File: config.mk
export PLATFORM = sky130hd
export DESIGN_NAME = pipeline_hazard_ctrl
export DESIGN_NICKNAME = d
export VERILOG_FILES = /design/src/rtl/pipeline_hazard_ctrl_pkg.sv /design/src/rtl/pipeline_hazard_ctrl_fwd_select.sv /design/src/rtl/pipeline_hazard_ctrl.sv
export SDC_FILE = /design/constraint.sdc
export NUM_CORES = 1
export LEC_CHECK = 0
export ABC_AREA = 1
export CORE_MARGIN = 8
export CORE_UTILIZATION = 25
export DETAILED_ROUTE_END_ITERATION = 10
export GPL_TIMING_DRIVEN = 0
export PLACE_DENSITY = 0.55
export SKIP_LAST_GASP = 1
export SLEW_MARGIN = 20
export SYNTH_ARGS = -nofsm -noshare
export SYNTH_HDL_FRONTEND = slang
export SYNTH_SLANG_ARGS = --single-unit
File: constraint.sdc
create_clock -name clk -period 8.3 [get_ports clk]
set_input_delay 2.49 -clock clk [delete_from_list [all_inputs] [get_ports clk]]
set_output_delay 2.49 -clock clk [all_outputs]
set_load 0.005 [all_outputs]
File: src/rtl/pipeline_hazard_ctrl_pkg.sv
// Shared constants for the pipeline hazard controller: forwarding select codes,
// controller states and bubble counts per producer stage.
package pipeline_hazard_ctrl_pkg;

    localparam logic [1:0] FWD_REGFILE = 2'b00;
    localparam logic [1:0] FWD_EXMEM   = 2'b01;
    localparam logic [1:0] FWD_WB      = 2'b10;

    typedef enum logic {
        ST_RUN   = 1'b0,
        ST_STALL = 1'b1
    } state_e;

    // Bubbles needed before an ID reader can see the producer's value.
    localparam int unsigned BUB_FWD_LOAD  = 1;
    localparam int unsigned BUB_WB        = 1;
    localparam int unsigned BUB_NOFWD_MEM = 2;
    localparam int unsigned BUB_NOFWD_EX  = 3;

endpackage

File: src/rtl/pipeline_hazard_ctrl_fwd_select.sv
// EX-stage operand forwarding select: compares ID/EX sources with the EX/MEM
// and MEM/WB destinations; the EX/MEM match wins.
module hazard_fwd_select
    import pipeline_hazard_ctrl_pkg::*;
#(
    parameter int unsigned REG_AW = 5
) (
    input  logic [REG_AW-1:0] ex_rs_i,
    input  logic [REG_AW-1:0] ex_rt_i,
    input  logic [REG_AW-1:0] mem_wreg_i,
    input  logic              mem_regwrite_i,
    input  logic [REG_AW-1:0] wb_wreg_i,
    input  logic              wb_regwrite_i,
    output logic [1:0]        fwd_a_sel_o,
    output logic [1:0]        fwd_b_sel_o
);

    logic mem_valid;
    logic wb_valid;

    // A load never sits in EX/MEM while its consumer is in EX: the load-use
    // bubble guarantees it, so no load qualifier is needed here.
    assign mem_valid = mem_regwrite_i && (mem_wreg_i != '0);
    assign wb_valid  = wb_regwrite_i  && (wb_wreg_i  != '0);

    always_comb begin
        fwd_a_sel_o = FWD_REGFILE;
        fwd_b_sel_o = FWD_REGFILE;
        if (mem_valid && (mem_wreg_i == ex_rs_i)) begin
            fwd_a_sel_o = FWD_EXMEM;
        end else if (wb_valid && (wb_wreg_i == ex_rs_i)) begin
            fwd_a_sel_o = FWD_WB;
        end
        if (mem_valid && (mem_wreg_i == ex_rt_i)) begin
            fwd_b_sel_o = FWD_EXMEM;
        end else if (wb_valid && (wb_wreg_i == ex_rt_i)) begin
            fwd_b_sel_o = FWD_WB;
        end
    end

endmodule

File: src/rtl/pipeline_hazard_ctrl.sv
// Hazard/sequencing controller for the 5-stage pipeline: RAW stall counting,
// redirect flushes and EX forwarding selects. Define HAZARD_FWD_EN for forwarding mode.
module pipeline_hazard_ctrl
    import pipeline_hazard_ctrl_pkg::*;
#(
    parameter int unsigned REG_AW = 5,
    parameter int unsigned CNT_W  = 2
) (
    input  logic              clk,
    input  logic              reset,
    input  logic [REG_AW-1:0] id_rs_i,
    input  logic [REG_AW-1:0] id_rt_i,
    input  logic              id_uses_rs_i,
    input  logic              id_uses_rt_i,
    input  logic [REG_AW-1:0] ex_rs_i,
    input  logic [REG_AW-1:0] ex_rt_i,
    input  logic [REG_AW-1:0] ex_wreg_i,
    input  logic              ex_regwrite_i,
    input  logic              ex_memread_i,
    input  logic [REG_AW-1:0] mem_wreg_i,
    input  logic              mem_regwrite_i,
    input  logic [REG_AW-1:0] wb_wreg_i,
    input  logic              wb_regwrite_i,
    input  logic              redirect_mem_i,
    output logic              pc_enable_o,
    output logic              if_id_enable_o,
    output logic              if_id_flush_o,
    output logic              id_ex_flush_o,
    output logic              ex_mem_flush_o,
    output logic [1:0]        fwd_a_sel_o,
    output logic [1:0]        fwd_b_sel_o,
    output logic              stalled_o
);

    function automatic logic src_hit(input logic [REG_AW-1:0] src,
                                     input logic              use_src,
                                     input logic [REG_AW-1:0] dst,
                                     input logic              wr);
        return use_src && wr && (dst != '0) && (src == dst);
    endfunction

    state_e           state_q, state_d;
    logic [CNT_W-1:0] cnt_q, cnt_d;
    logic [CNT_W-1:0] bub_n;
    logic             ex_hit;
    logic             wb_hit;
    logic [1:0]       sel_a, sel_b;

    assign ex_hit = src_hit(id_rs_i, id_uses_rs_i, ex_wreg_i, ex_regwrite_i)
                  | src_hit(id_rt_i, id_uses_rt_i, ex_wreg_i, ex_regwrite_i);
    assign wb_hit = src_hit(id_rs_i, id_uses_rs_i, wb_wreg_i, wb_regwrite_i)
                  | src_hit(id_rt_i, id_uses_rt_i, wb_wreg_i, wb_regwrite_i);

    hazard_fwd_select #(
        .REG_AW(REG_AW)
    ) u_fwd (
        .ex_rs_i       (ex_rs_i),
        .ex_rt_i       (ex_rt_i),
        .mem_wreg_i    (mem_wreg_i),
        .mem_regwrite_i(mem_regwrite_i),
        .wb_wreg_i     (wb_wreg_i),
        .wb_regwrite_i (wb_regwrite_i),
        .fwd_a_sel_o   (sel_a),
        .fwd_b_sel_o   (sel_b)
    );

`ifdef HAZARD_FWD_EN
    always_comb begin
        bub_n = '0;
        if (wb_hit)                  bub_n = CNT_W'(BUB_WB);
        if (ex_hit && ex_memread_i)  bub_n = CNT_W'(BUB_FWD_LOAD);
    end

    assign fwd_a_sel_o = reset ? sel_a : FWD_REGFILE;
    assign fwd_b_sel_o = reset ? sel_b : FWD_REGFILE;
`else
    logic mem_hit;
    logic unused_fwd;

    assign mem_hit = src_hit(id_rs_i, id_uses_rs_i, mem_wreg_i, mem_regwrite_i)
                   | src_hit(id_rt_i, id_uses_rt_i, mem_wreg_i, mem_regwrite_i);

    always_comb begin
        bub_n = '0;
        if (ex_hit)       bub_n = CNT_W'(BUB_NOFWD_EX);
        else if (mem_hit) bub_n = CNT_W'(BUB_NOFWD_MEM);
        else if (wb_hit)  bub_n = CNT_W'(BUB_WB);
    end

    assign unused_fwd  = ^{sel_a, sel_b, ex_memread_i};
    assign fwd_a_sel_o = FWD_REGFILE;
    assign fwd_b_sel_o = FWD_REGFILE;
`endif

    always_ff @(posedge clk or negedge reset) begin
        if (!reset) begin
            state_q <= ST_RUN;
            cnt_q   <= '0;
        end else begin
            state_q <= state_d;
            cnt_q   <= cnt_d;
        end
    end

    always_comb begin
        state_d        = state_q;
        cnt_d          = cnt_q;
        pc_enable_o    = 1'b1;
        if_id_enable_o = 1'b1;
        if_id_flush_o  = 1'b0;
        id_ex_flush_o  = 1'b0;
        ex_mem_flush_o = 1'b0;
        stalled_o      = 1'b0;

        case (state_q)
            ST_RUN: begin
                if (bub_n != '0) begin
                    pc_enable_o    = 1'b0;
                    if_id_enable_o = 1'b0;
                    id_ex_flush_o  = 1'b1;
                    stalled_o      = 1'b1;
                    cnt_d          = bub_n - CNT_W'(1);
                    state_d        = (bub_n > CNT_W'(1)) ? ST_STALL : ST_RUN;
                end
            end
            ST_STALL: begin
                // Worst case is already loaded, so no re-detection while stalling.
                pc_enable_o    = 1'b0;
                if_id_enable_o = 1'b0;
                id_ex_flush_o  = 1'b1;
                stalled_o      = 1'b1;
                cnt_d          = cnt_q - CNT_W'(1);
                state_d        = (cnt_q == CNT_W'(1)) ? ST_RUN : ST_STALL;
            end
            default: begin
                state_d = ST_RUN;
                cnt_d   = '0;
            end
        endcase

        if (redirect_mem_i) begin
            pc_enable_o    = 1'b1;
            if_id_enable_o = 1'b1;
            if_id_flush_o  = 1'b1;
            id_ex_flush_o  = 1'b1;
            ex_mem_flush_o = 1'b1;
            cnt_d          = '0;
            state_d        = ST_RUN;
        end

        if (!reset) begin
            pc_enable_o    = 1'b0;
            if_id_enable_o = 1'b0;
            if_id_flush_o  = 1'b1;
            id_ex_flush_o  = 1'b1;
            ex_mem_flush_o = 1'b1;
            stalled_o      = 1'b0;
        end
    end

endmodule

=== Word level (Yosys, flattened, before mapping) ===
Index checks and enable logic that the tools add are counted.

* Add/sub/neg operators: 2
* Magnitude comparators: 1
* Equal/unequal tests: 8
* Mux-type cells: 22
* Bitwise operators: 4
* Reductions and logical operators: 22

{| class="wikitable"
|+ Operators by type and width
! operator !! number
|-
| $eq A5 B5 Y1 || 6
|-
| $logic_and A1 B1 Y1 || 18
|-
| $reduce_bool A5 Y1 || 3
|-
| $mux W1 || 14
|-
| $mux W2 || 4
|-
| $pmux W1 S2 || 3
|-
| $pmux W2 S2 || 1
|-
| $sub A2 B1 Y2 const B || 2
|-
| $ne A3 B3 Y1 const B || 1
|-
| $or A1 B1 Y1 || 3
|-
| $eq A2 B1 Y1 const B || 1
|-
| $gt A2 B1 Y1 const B || 1
|-
| $reduce_bool A2 Y1 || 1
|-
| $not A1 Y1 || 1
|}

* Bits in registers: 3
* Input bits: 44
* Output and inout port bits: 10
* Logic and storage cells: 61

=== Depth between registers and ports, before layout ===
* Word-level depth: 12
* Mapped depth: 18
* Mapped depth without buffers: 18

=== Worst setup path after synthesis ===
OpenSTA, ideal clock, no wires.

* Path type: input-to-output
* From: input ex_wreg_i[3]
* To: output pc_enable_o
* Arrival time: 3,740 ps
* Data required time: 5,810 ps
* Path slack: 2,070 ps
* Stages: 13
* Path buffers: 1
* Cell sequence: inv_1 nor2_1 nor3_1 nand3_1 nand2_1 nand2_2 and2_2 ha_1 nand2_1 inv_1 nor2_1 nor2_1 buf_4

* Longest elaborated chain between the ends: 10
* Elaborated cells on any way between the ends: 14
* Classes of those cells: eq/ne: 2; mux: 5; bitwise: 1; reduce/logical: 6

{| class="wikitable"
|+ Ends and longest elaborated chain
! what !! RTL line !! source
|-
| start: declaration || pipeline_hazard_ctrl.sv:17 || <nowiki>input logic [REG_AW-1:0] ex_wreg_i,</nowiki>
|-
| $reduce_bool A5 Y1 || pipeline_hazard_ctrl.sv:39 || <nowiki>return use_src && wr && (dst != '0) && (src == dst);</nowiki>
|-
| $logic_and A1 B1 Y1 (2 in a row) || pipeline_hazard_ctrl.sv:39 ||
|-
| $or A1 B1 Y1 (*) || pipeline_hazard_ctrl.sv:50 || <nowiki>| src_hit(id_rt_i, id_uses_rt_i, ex_wreg_i, ex_regwrite_i);</nowiki>
|-
| $mux W2 (*) || pipeline_hazard_ctrl.sv:85 || <nowiki>if (ex_hit) bub_n = CNT_W'(BUB_NOFWD_EX);</nowiki>
|-
| $reduce_bool A2 Y1 (*) || pipeline_hazard_ctrl.sv:117 || <nowiki>if (bub_n != '0) begin</nowiki>
|-
| $mux W1 (*) || - ||
|-
| $pmux W1 S2 (*) || - ||
|-
| $mux W1 (*) (2 in a row) || - ||
|-
| end: declaration || pipeline_hazard_ctrl.sv:25 || <nowiki>output logic pc_enable_o,</nowiki>
|}

Every way passes the cells marked *; elsewhere a longest branch is shown, timed or not.

=== Worst setup path after layout ===
* From: input id_rs_i[2]
* To: output pc_enable_o

* Longest elaborated chain between the ends: 11
* Elaborated cells on any way between the ends: 17
* Classes of those cells: eq/ne: 3; mux: 7; bitwise: 3; reduce/logical: 4

{| class="wikitable"
|+ Ends and longest elaborated chain
! what !! RTL line !! source
|-
| start: declaration || pipeline_hazard_ctrl.sv:11 || <nowiki>input logic [REG_AW-1:0] id_rs_i,</nowiki>
|-
| $eq A5 B5 Y1 || pipeline_hazard_ctrl.sv:39 ||
|-
| $logic_and A1 B1 Y1 || pipeline_hazard_ctrl.sv:39 ||
|-
| $or A1 B1 Y1 || pipeline_hazard_ctrl.sv:52 || <nowiki>| src_hit(id_rt_i, id_uses_rt_i, wb_wreg_i, wb_regwrite_i);</nowiki>
|-
| $mux W1 || pipeline_hazard_ctrl.sv:87 || <nowiki>else if (wb_hit) bub_n = CNT_W'(BUB_WB);</nowiki>
|-
| $mux W2 || pipeline_hazard_ctrl.sv:86 || <nowiki>else if (mem_hit) bub_n = CNT_W'(BUB_NOFWD_MEM);</nowiki>
|-
| $mux W2 (*) || pipeline_hazard_ctrl.sv:85 ||
|-
| $reduce_bool A2 Y1 (*) || pipeline_hazard_ctrl.sv:117 ||
|-
| $mux W1 (*) || pipeline_hazard_ctrl.sv:117 ||
|-
| $pmux W1 S2 (*) || pipeline_hazard_ctrl.sv:115 || <nowiki>case (state_q)</nowiki>
|-
| $mux W1 (*) || pipeline_hazard_ctrl.sv:141 || <nowiki>if (redirect_mem_i) begin</nowiki>
|-
| $mux W1 (*) || pipeline_hazard_ctrl.sv:151 || <nowiki>if (!reset) begin</nowiki>
|}

Marked as above.

==> metrics.txt <==
status=finished, final reports clean; Die Y=75.2 um; share of cells above drive strength 1=9.69%; crit share post-route=88.1%; Synth area leader=nand2_1; Post-Route WL=2620 um; clock sinks=3; Synth area leaders=nand2_1 (31%), inv_1 (12%), nor2_1 (12%); peak supply drop=25.2 uV; clock-pin slew on the worst setup and hold paths=0.03 ns; register area=75.1 um2; Post-CTS Resized=0; Max stage delay on crit path=0.55 ns; setup TNS=0 ns; Slew Limit Fails=0; clk root buf=clkbuf_4; via count=1088; cell row count=21; LEAKAGE=0.752 nW; drt first pass iters=4; DP HPWL=2400 um; WP data arrival=4.82 ns; mapped cell area=877 um2; Via density=3.99; remaining antenna violation count after routing=0; postcts setup bufs=0; fillers=423; hold buffer count at cts=0; Boundary Pins=54; Multi-input gate area=637 um2; CTS Buf Count=3; vias in the first global route=1131; Syn Inst Count=182; final setup margin=0.989 ns; Starting Density=26.1%; Fin. Hold Viols=0; Place WS=0.953 ns; GR Overflow Total=0; PD cells=73.6 nW/um2; startpoint types=input port; Min Clock Period, post-route=7.31 ns; CP Capture Type=output port; Crit Path Max Fanout=3; most frequent standard cell in the layout excluding fill and tap cells=nand2_1; placer congestion estimate=0.807; Final Setup Violations=0; Ys Warns=0; number of H-tree levels=1; first-pass GRT wire length=4670 um; synth unique cells=19; IO Port Bufs=38; TritonCTS clock tree=yes; Antenna Cells=0; initial antenna violation count=0; First DRT Iteration DRCs=35; # DRC=0; max_cap viols=0; Setup CP Type=in -> out; total global-route track usage=10.2%; register area share after synthesis=8.56%; Routed WL per cell=9.60 um; Clock Latency Late Sink=0.23 ns; CTS Buffer Depth=2; flops & latches, synth=3; overall power=0.0996 mW; Hold Crit Class=reg -> reg; Finished Layout Cells=273; commonest cells after routing, fill and taps aside=nand2_1 (72), clkdlybuf4s50_1 (38), inv_1 (29); Worst EP required=5.81 ns; Crit-path slowest cell=clkdlybuf4s50_1; largest net degree at the start of global routing=6; DP Cell Count=269; most frequent CP cell=nand2_1; Max Clock Freq=137 MHz; unrepaired setup endpoints after global routing=no; Max Clock Skew=0.00209 ns; syn_area_per_cell=4.82 um2; share of the synthesized area in the top cell type=30.8%; final hold slack=0.494 ns; crit-path cells=clkdlybuf4s50_1, inv_2, nand2_1, nand2_1, nor3_1, nand3_1, nand2_1, nand2_2, and2_2, ha_1, nand2_1, inv_1, nor2_1, nor2_1, buf_4, clkdlybuf4s50_1; Die Area=5660 um2; fin nets=274; core area=3360 um2; Die Wd=75.2 um; synthesis-to-finish area growth=54.2%
## Yosys cell counts
master    instances
and2_2            1
o21ai_0           3
nand3_1           8
nand2_2           4
dfrtp_1           3
inv_1            29
ha_1              2
or2_2             1
nor2_1           28
nand3b_1          1
conb_1            1
nand2_1          72
nor3_2            1
xnor2_1           7
buf_4             6
inv_2             6
xor2_1            1
nor3_1            6
a21oi_1           2
## cells by family (layout without fill, tap and decap cells)
kind of cell             after synthesis  count (layout)  synth area share, %
AO/OA/AOI/OAI                          5               5                 2.85
XOR/XNOR                               8               8                 7.99
flip-flops                             3               3                 8.56
adder cells (fa/ha/maj)                2               2                 2.85
buffers and inverters                 41              83                 20.1
other                                  1               4                0.428
AND/OR/NAND/NOR                      122             122                 57.2
## sequential cells by signal, indices dropped and copies added, names as in the netlist
name	flops
state_q	1
cnt_q	2
## layer usage
metal	track usage (%)	vias up	share of wire (%)
met1	13.2	453	49
met4	1.28	0	0
li1	-	615	-
met5	0	-	0
met3	2.80	0	6.2
met2	16.8	20	45
## worst max-delay path, delay by kind of cell
kind                     cells  cell delay [ns]
AND/OR/NAND/NOR             10             0.93
adder cells (fa/ha/maj)      1             0.17
buffers and inverters        5             1.22
## power by group
group / total [mW] / internal (mW) / switching, mW / leakage, nW
combinational: 0.0579 / 0.0307 / 0.0271 / 0.696
sequential: 0.0173 / 0.0163 / 0.000997 / 0.0408
clock: 0.0244 / 0.0179 / 0.00649 / 0.0150
total: 0.0996 / 0.0650 / 0.0346 / 0.752
## per-stage QoR
step	area (um2)	util [%]
after global placement	1330	39.4
after detailed placement	1330	39.4
after global routing	1350	40.2
final	1350	40.2
after floorplan	888	-
after CTS	1350	40.2
## path summary, 6_finish.rpt
| kind | start | endpoint | slack, ns | cells past startpoint |
|---|---|---|---|---|
| min in group asynchronous | reset | cnt_q[0] | 2.48 | 1 |
| worst max-delay path | id_rs_i[2] | pc_enable_o | 0.99 | 16 |
| max in group asynchronous | reset | state_q | 5.63 | 1 |
| worst min register to register | cnt_q[1] | cnt_q[1] | 0.49 | 2 |
| worst min-delay path | cnt_q[1] | cnt_q[1] | 0.49 | 2 |
| worst max register to register | cnt_q[0] | cnt_q[1] | 7.20 | 3 |
## cell type report
cell class / count / area share, %
well taps: 46 / 4.26
flip-flops and latches: 3 / 5.55
repair buffers: 38 / 28.1
plain buffers: 6 / 3.33
multi-input cells: 141 / 47.1
inverters: 35 / 9.71
clock buffers: 4 / 1.94
(Power assumes the default switching activity.)
